==> config.mk <==
export PLATFORM = sky130hd
export DESIGN_NAME = mem_arbiter
export DESIGN_NICKNAME = d
export VERILOG_FILES = /design/src/rtl/mem_arbiter.sv
export SDC_FILE = /design/constraint.sdc
export NUM_CORES = 1
export LEC_CHECK = 0
export CAP_MARGIN = 15
export CELL_PAD_IN_SITES_DETAIL_PLACEMENT = 0
export CELL_PAD_IN_SITES_GLOBAL_PLACEMENT = 1
export CORE_MARGIN = 2
export CORE_UTILIZATION = 29
export DETAILED_ROUTE_END_ITERATION = 8
export PLACE_DENSITY = 0.86
export SYNTH_ARGS = -nofsm -noshare
export SYNTH_HDL_FRONTEND = slang
export SYNTH_SLANG_ARGS = --single-unit
==> constraint.sdc <==
create_clock -name clk -period 1.8 [get_ports clk]
set_input_delay 0.27 -clock clk [delete_from_list [all_inputs] [get_ports clk]]
set_output_delay 0.27 -clock clk [all_outputs]
set_load 0.01 [all_outputs]
==> src/rtl/mem_arbiter.sv <==
// Two-port round-robin arbiter in front of a synchronous single-port memory.
// Define MEM_ARB_LOCK_EN to add mN_lock inputs that keep the grant for up to MAX_HOLD ties.
module mem_arbiter #(
  parameter int unsigned MAX_HOLD = 8
) (
  input  logic        clk,
  input  logic        resetn,
  input  logic        m0_req,
  input  logic        m0_we,
  input  logic [31:0] m0_addr,
  input  logic [31:0] m0_wdata,
  output logic        m0_ack,
  output logic [31:0] m0_rdata,
  input  logic        m1_req,
  input  logic        m1_we,
  input  logic [31:0] m1_addr,
  input  logic [31:0] m1_wdata,
  output logic        m1_ack,
  output logic [31:0] m1_rdata,
`ifdef MEM_ARB_LOCK_EN
  input  logic        m0_lock,
  input  logic        m1_lock,
`endif
  output logic [31:0] mem_address,
  output logic [31:0] mem_data_out,
  output logic        mem_we,
  input  logic [31:0] mem_data_in
);

  localparam int unsigned AW     = 32;
  localparam int unsigned DW     = 32;
  localparam int unsigned HOLD_W = 8;

  typedef enum logic [1:0] {
    IDLE    = 2'd0,
    ACCESS  = 2'd1,
    CAPTURE = 2'd2
  } state_t;

  state_t          state_q, state_d;
  logic            last_grant_q, last_grant_d;
  logic            winner_q, winner_d;
  logic [AW-1:0]   addr_q, addr_d;
  logic [DW-1:0]   wdata_q, wdata_d;
  logic            mem_we_q, mem_we_d;
  logic            ack0_q, ack0_d;
  logic            ack1_q, ack1_d;
  logic [DW-1:0]   rdata0_q, rdata0_d;
  logic [DW-1:0]   rdata1_q, rdata1_d;
  logic            pick_c;
  logic            tie_pick_c;

`ifdef MEM_ARB_LOCK_EN
  logic              lock_q, lock_d;
  logic [HOLD_W-1:0] hold_cnt_q, hold_cnt_d;
`else
  // MAX_HOLD only matters when the lock feature is compiled in
  if (MAX_HOLD == 0) begin : g_no_hold
  end
`endif

  // Arbitration: a lone requester wins; a tie goes away from the last grant unless held by lock
  always_comb begin
    tie_pick_c = ~last_grant_q;
`ifdef MEM_ARB_LOCK_EN
    if (lock_q && (hold_cnt_q < HOLD_W'(MAX_HOLD))) tie_pick_c = last_grant_q;
`endif
    if (m0_req && m1_req) pick_c = tie_pick_c;
    else                  pick_c = m1_req;
  end

  // Next-state and registered-output logic
  always_comb begin
    state_d      = state_q;
    last_grant_d = last_grant_q;
    winner_d     = winner_q;
    addr_d       = addr_q;
    wdata_d      = wdata_q;
    mem_we_d     = 1'b0;
    ack0_d       = 1'b0;
    ack1_d       = 1'b0;
    rdata0_d     = rdata0_q;
    rdata1_d     = rdata1_q;
`ifdef MEM_ARB_LOCK_EN
    lock_d       = lock_q;
    hold_cnt_d   = hold_cnt_q;
`endif
    case (state_q)
      IDLE: begin
        if (m0_req || m1_req) begin
          state_d      = ACCESS;
          winner_d     = pick_c;
          last_grant_d = pick_c;
          addr_d       = pick_c ? m1_addr  : m0_addr;
          wdata_d      = pick_c ? m1_wdata : m0_wdata;
          mem_we_d     = pick_c ? m1_we    : m0_we;
`ifdef MEM_ARB_LOCK_EN
          lock_d = pick_c ? m1_lock : m0_lock;
          // hold_cnt counts consecutive grants to the same port, saturating
          if ((pick_c == last_grant_q) && (hold_cnt_q != '0)) begin
            if (hold_cnt_q != '1) hold_cnt_d = hold_cnt_q + HOLD_W'(1);
          end else begin
            hold_cnt_d = HOLD_W'(1);
          end
`endif
        end
      end
      ACCESS: begin
        state_d = CAPTURE;
      end
      CAPTURE: begin
        state_d = IDLE;
        if (winner_q) begin
          ack1_d   = 1'b1;
          rdata1_d = mem_data_in;
        end else begin
          ack0_d   = 1'b1;
          rdata0_d = mem_data_in;
        end
      end
      default: begin
        state_d = IDLE;
      end
    endcase
  end

  always_ff @(posedge clk or negedge resetn) begin
    if (!resetn) begin
      state_q      <= IDLE;
      last_grant_q <= 1'b1;
      winner_q     <= 1'b0;
      addr_q       <= '0;
      wdata_q      <= '0;
      mem_we_q     <= 1'b0;
      ack0_q       <= 1'b0;
      ack1_q       <= 1'b0;
      rdata0_q     <= '0;
      rdata1_q     <= '0;
`ifdef MEM_ARB_LOCK_EN
      lock_q       <= 1'b0;
      hold_cnt_q   <= '0;
`endif
    end else begin
      state_q      <= state_d;
      last_grant_q <= last_grant_d;
      winner_q     <= winner_d;
      addr_q       <= addr_d;
      wdata_q      <= wdata_d;
      mem_we_q     <= mem_we_d;
      ack0_q       <= ack0_d;
      ack1_q       <= ack1_d;
      rdata0_q     <= rdata0_d;
      rdata1_q     <= rdata1_d;
`ifdef MEM_ARB_LOCK_EN
      lock_q       <= lock_d;
      hold_cnt_q   <= hold_cnt_d;
`endif
    end
  end

  assign mem_address  = addr_q;
  assign mem_data_out = wdata_q;
  assign mem_we       = mem_we_q;
  assign m0_ack       = ack0_q;
  assign m1_ack       = ack1_q;
  assign m0_rdata     = rdata0_q;
  assign m1_rdata     = rdata1_q;

endmodule

==> qor.txt <==
final hold slack: 0.325 ns
layout cells sized above 1: 15.1%
Largest delay share family, worst path: buffers and inverters
R2R depth: 3
port buffer count: 296
Sw Share: 34.2%
CTS Buf Count: 17
worst reg2reg setup slack: 0.36 ns
worst reg2reg endpoint: m0_rdata[28]
Critical Path AT: 1.40 ns
Cells after Synth: 512
Yosys reg bits: 135
CTS tree: done
IO Count: 297
Comb power frac: 46.9%
post-CTS setup repair buffer count: 0
Clk network pwr share: 19.9%
DR vias: 5104
synthesized cell area: 5600 µm²
area of the core: 18800 µm²
post-synthesis async set-or-reset flop share: 100%
LEAKAGE: 0.00391 µW
mean post-synth cell area: 10.9 µm²
diode count: 0
Yosys top cell by area: dfrtp_1
CTS Root Cell: clkbuf_16
Avg WL per Cell: 16.8 µm
CTS clock-pin slew for the worst setup and hold paths: 0.07 ns
RSZ-0062 raised after global routing: no
Critical Path RT: 1.53 ns
initial DRC count: 210
Int Pwr: 10900 µW
Hold Vio Cnt, Final: 0
Final Setup Violations: 0
Fill cells: 1728
Max-slew headroom: 74.8%
clock skew: 0.0132 ns
Initial Utilization: 29.7%
Peak VDD IR: 832 µV
Die Area: 20400 µm²
clock buffer depth: 2
fin area: 9570 µm²
Worst Path Max Fanout: 2
most frequent cell after synthesis: dfrtp_1
worst skew pair latency: 0.41 ns
dpl hpwl: 13.1 mm
pwr dens: 1730 nW/µm²
chip width: 143 µm
post-layout min period: 1.67 ns
Worst Hold Class: in -> async
Critical Path Max Stage Delay: 0.57 ns
final RePlAce weighted congestion: 0.787
Post-synth EDFFs: 0
critical path class: reg -> out
Worst setup startpoint: mem_address[13]
R2R Path Start: state_q[0]
Post-CTS Resized: 0
post-synthesis sequential area ratio: 60.4%
Critical Path Sink Type: output port
Synth top area share: 59.9%
Slew Viols, Final: 0
die height: 143 µm
slew at the pin closest to its max-slew limit: 0.378 ns
Critical-path top delay cell: clkdlybuf4s50_1
Synth Net Count: 678
Nets: 973
Synth top cells by count: 134 x dfrtp_1, 131 x nand2_1, 66 x a21oi_1
Switching Power: 5660 µW
CP startpoint kind: flip-flop
hold_buf cts: 1
drt drc: 0
Reg power frac: 33.2%
antenna viol nets, final: 0
GRT Resource Usage Total: 17.7%
Synth cell types: 19
largest net degree at the start of global routing: 68
worst path cell trace: clkdlybuf4s50_1
Buffers & Inverters on Critical Path: 1
Post-DP Area: 9000 µm²
total of max-cap violations: 0
Sink Count: 135
Syn. warnings: 0
top post-synthesis cells by area: dfrtp_1 60%, mux2_2 13%, nand2_1 8.8%
first-pass GRT wire length: 27.7 mm
antenna violations before repair: 0
DR pass1 iterations: 4
final worst-path cycle share: 92.5%
DR vias/cell: 4.73
top_reg_cell synth: dfrtp_1
P&R area growth vs syn: 71.0%
htree depth: 4
Routed WL: 18.2 mm
standard-cell rows: 50
Fmax: 600 MHz
vias in the first global route: 5042
status: finished clean
total gr overflow: 0
setup tns final: 0 ns
[routing by layer]
metal | part of all wire, % | track usage [%]
met2 | 48 | 29.3
met1 | 41 | 21.7
met3 | 8.8 | 6.24
met5 | 0 | 0
met4 | 1.5 | 5.89
[flip-flops by register name, indices dropped and copies added, names as in the netlist]
| register | flops |
|---|---|
| last_grant_q | 1 |
| winner_q | 1 |
| m1_ack | 1 |
| mem_address | 32 |
| m1_rdata | 32 |
| mem_data_out | 32 |
| m0_ack | 1 |
| m0_rdata | 32 |
| mem_we | 1 |
| state_q | 2 |
[stage by stage]
| stage | std cells | utilization (%) | total power (µW) | worst slack, ns |
|---|---|---|---|---|
| finish | 1080 | 50.8 | 16500 | 0.134 |
| global route | 1080 | 50.8 | 17600 | 0.0879 |
| CTS | 1080 | 50.8 | 16700 | 0.100 |
| detailed placement | 1047 | 47.8 | 13400 | 0.0480 |
| global placement | 1047 | 47.8 | 13200 | 0.0963 |
| floorplan | 512 | - | 8820 | 0.397 |
[worst register-to-register path, cell delays in order, from the launching register on]
cell and delay (ns):
dfrtp_1 0.44, nor3b_4 0.25, buf_12 0.24, mux2_2 0.39
[power groups by stage]
stage	Combinational, µW	Sequential (µW)	Clock [µW]
after floorplan	2710	6100	0
final	7750	5480	3290
after global routing	8390	5660	3520
after detailed placement	7860	5520	0
after global placement	7760	5450	0
after CTS	7860	5490	3390
[worst max-delay path by stage]
stage,slack (ns),depth (start not counted),to
finish,0.13,1,mem_address[13]
global route,0.09,1,mem_address[13]
global placement,0.1,5,mem_address[17]
detailed placement,0.05,5,mem_data_out[16]
CTS,0.10,1,mem_address[13]
floorplan,0.40,3,m0_rdata[10]
[placed cells by master, fill, tap and decap left out]
cell and count:
a21bo_2 1, a21boi_4 1, a21oi_1 66, a22o_1 1, a31oi_1 65, buf_12 11, buf_4 9, buf_6 1
clkbuf_16 17, clkdlybuf4s50_1 295, clkinv_4 1, clkinvlp_4 5, dfrtp_1 134, dfstp_2 1, dlygate4sd3_1 1, inv_1 1
inv_2 1, inv_6 7, inv_8 2, mux2_2 64, nand2_1 131, nand3b_1 1, nor2_4 1, nor2b_1 1
nor3b_4 1, or2_2 1
[final cells by class]
cell class	count	area, µm²	area share (%)
clock inverters	15	130	1.36
clock buffers	17	425	4.45
multi-input cells	334	2040	21.3
repair buffers	317	3260	34.1
inverters	2	7.51	0.0785
flip-flops and latches	135	3380	35.3
well taps	260	325	3.40
[kinds of logic (layout without fill, tap and decap cells)]
logic type      count (synthesis)  after routing  synth area share, %
simple gates                  136            136                 9.44
flops                         135            135                 60.4
compound gates                134            134                 13.7
mux                            64             64                 12.9
buf+inv                        43            351                 3.58
No activity file was read; power rests on OpenSTA's default activity.
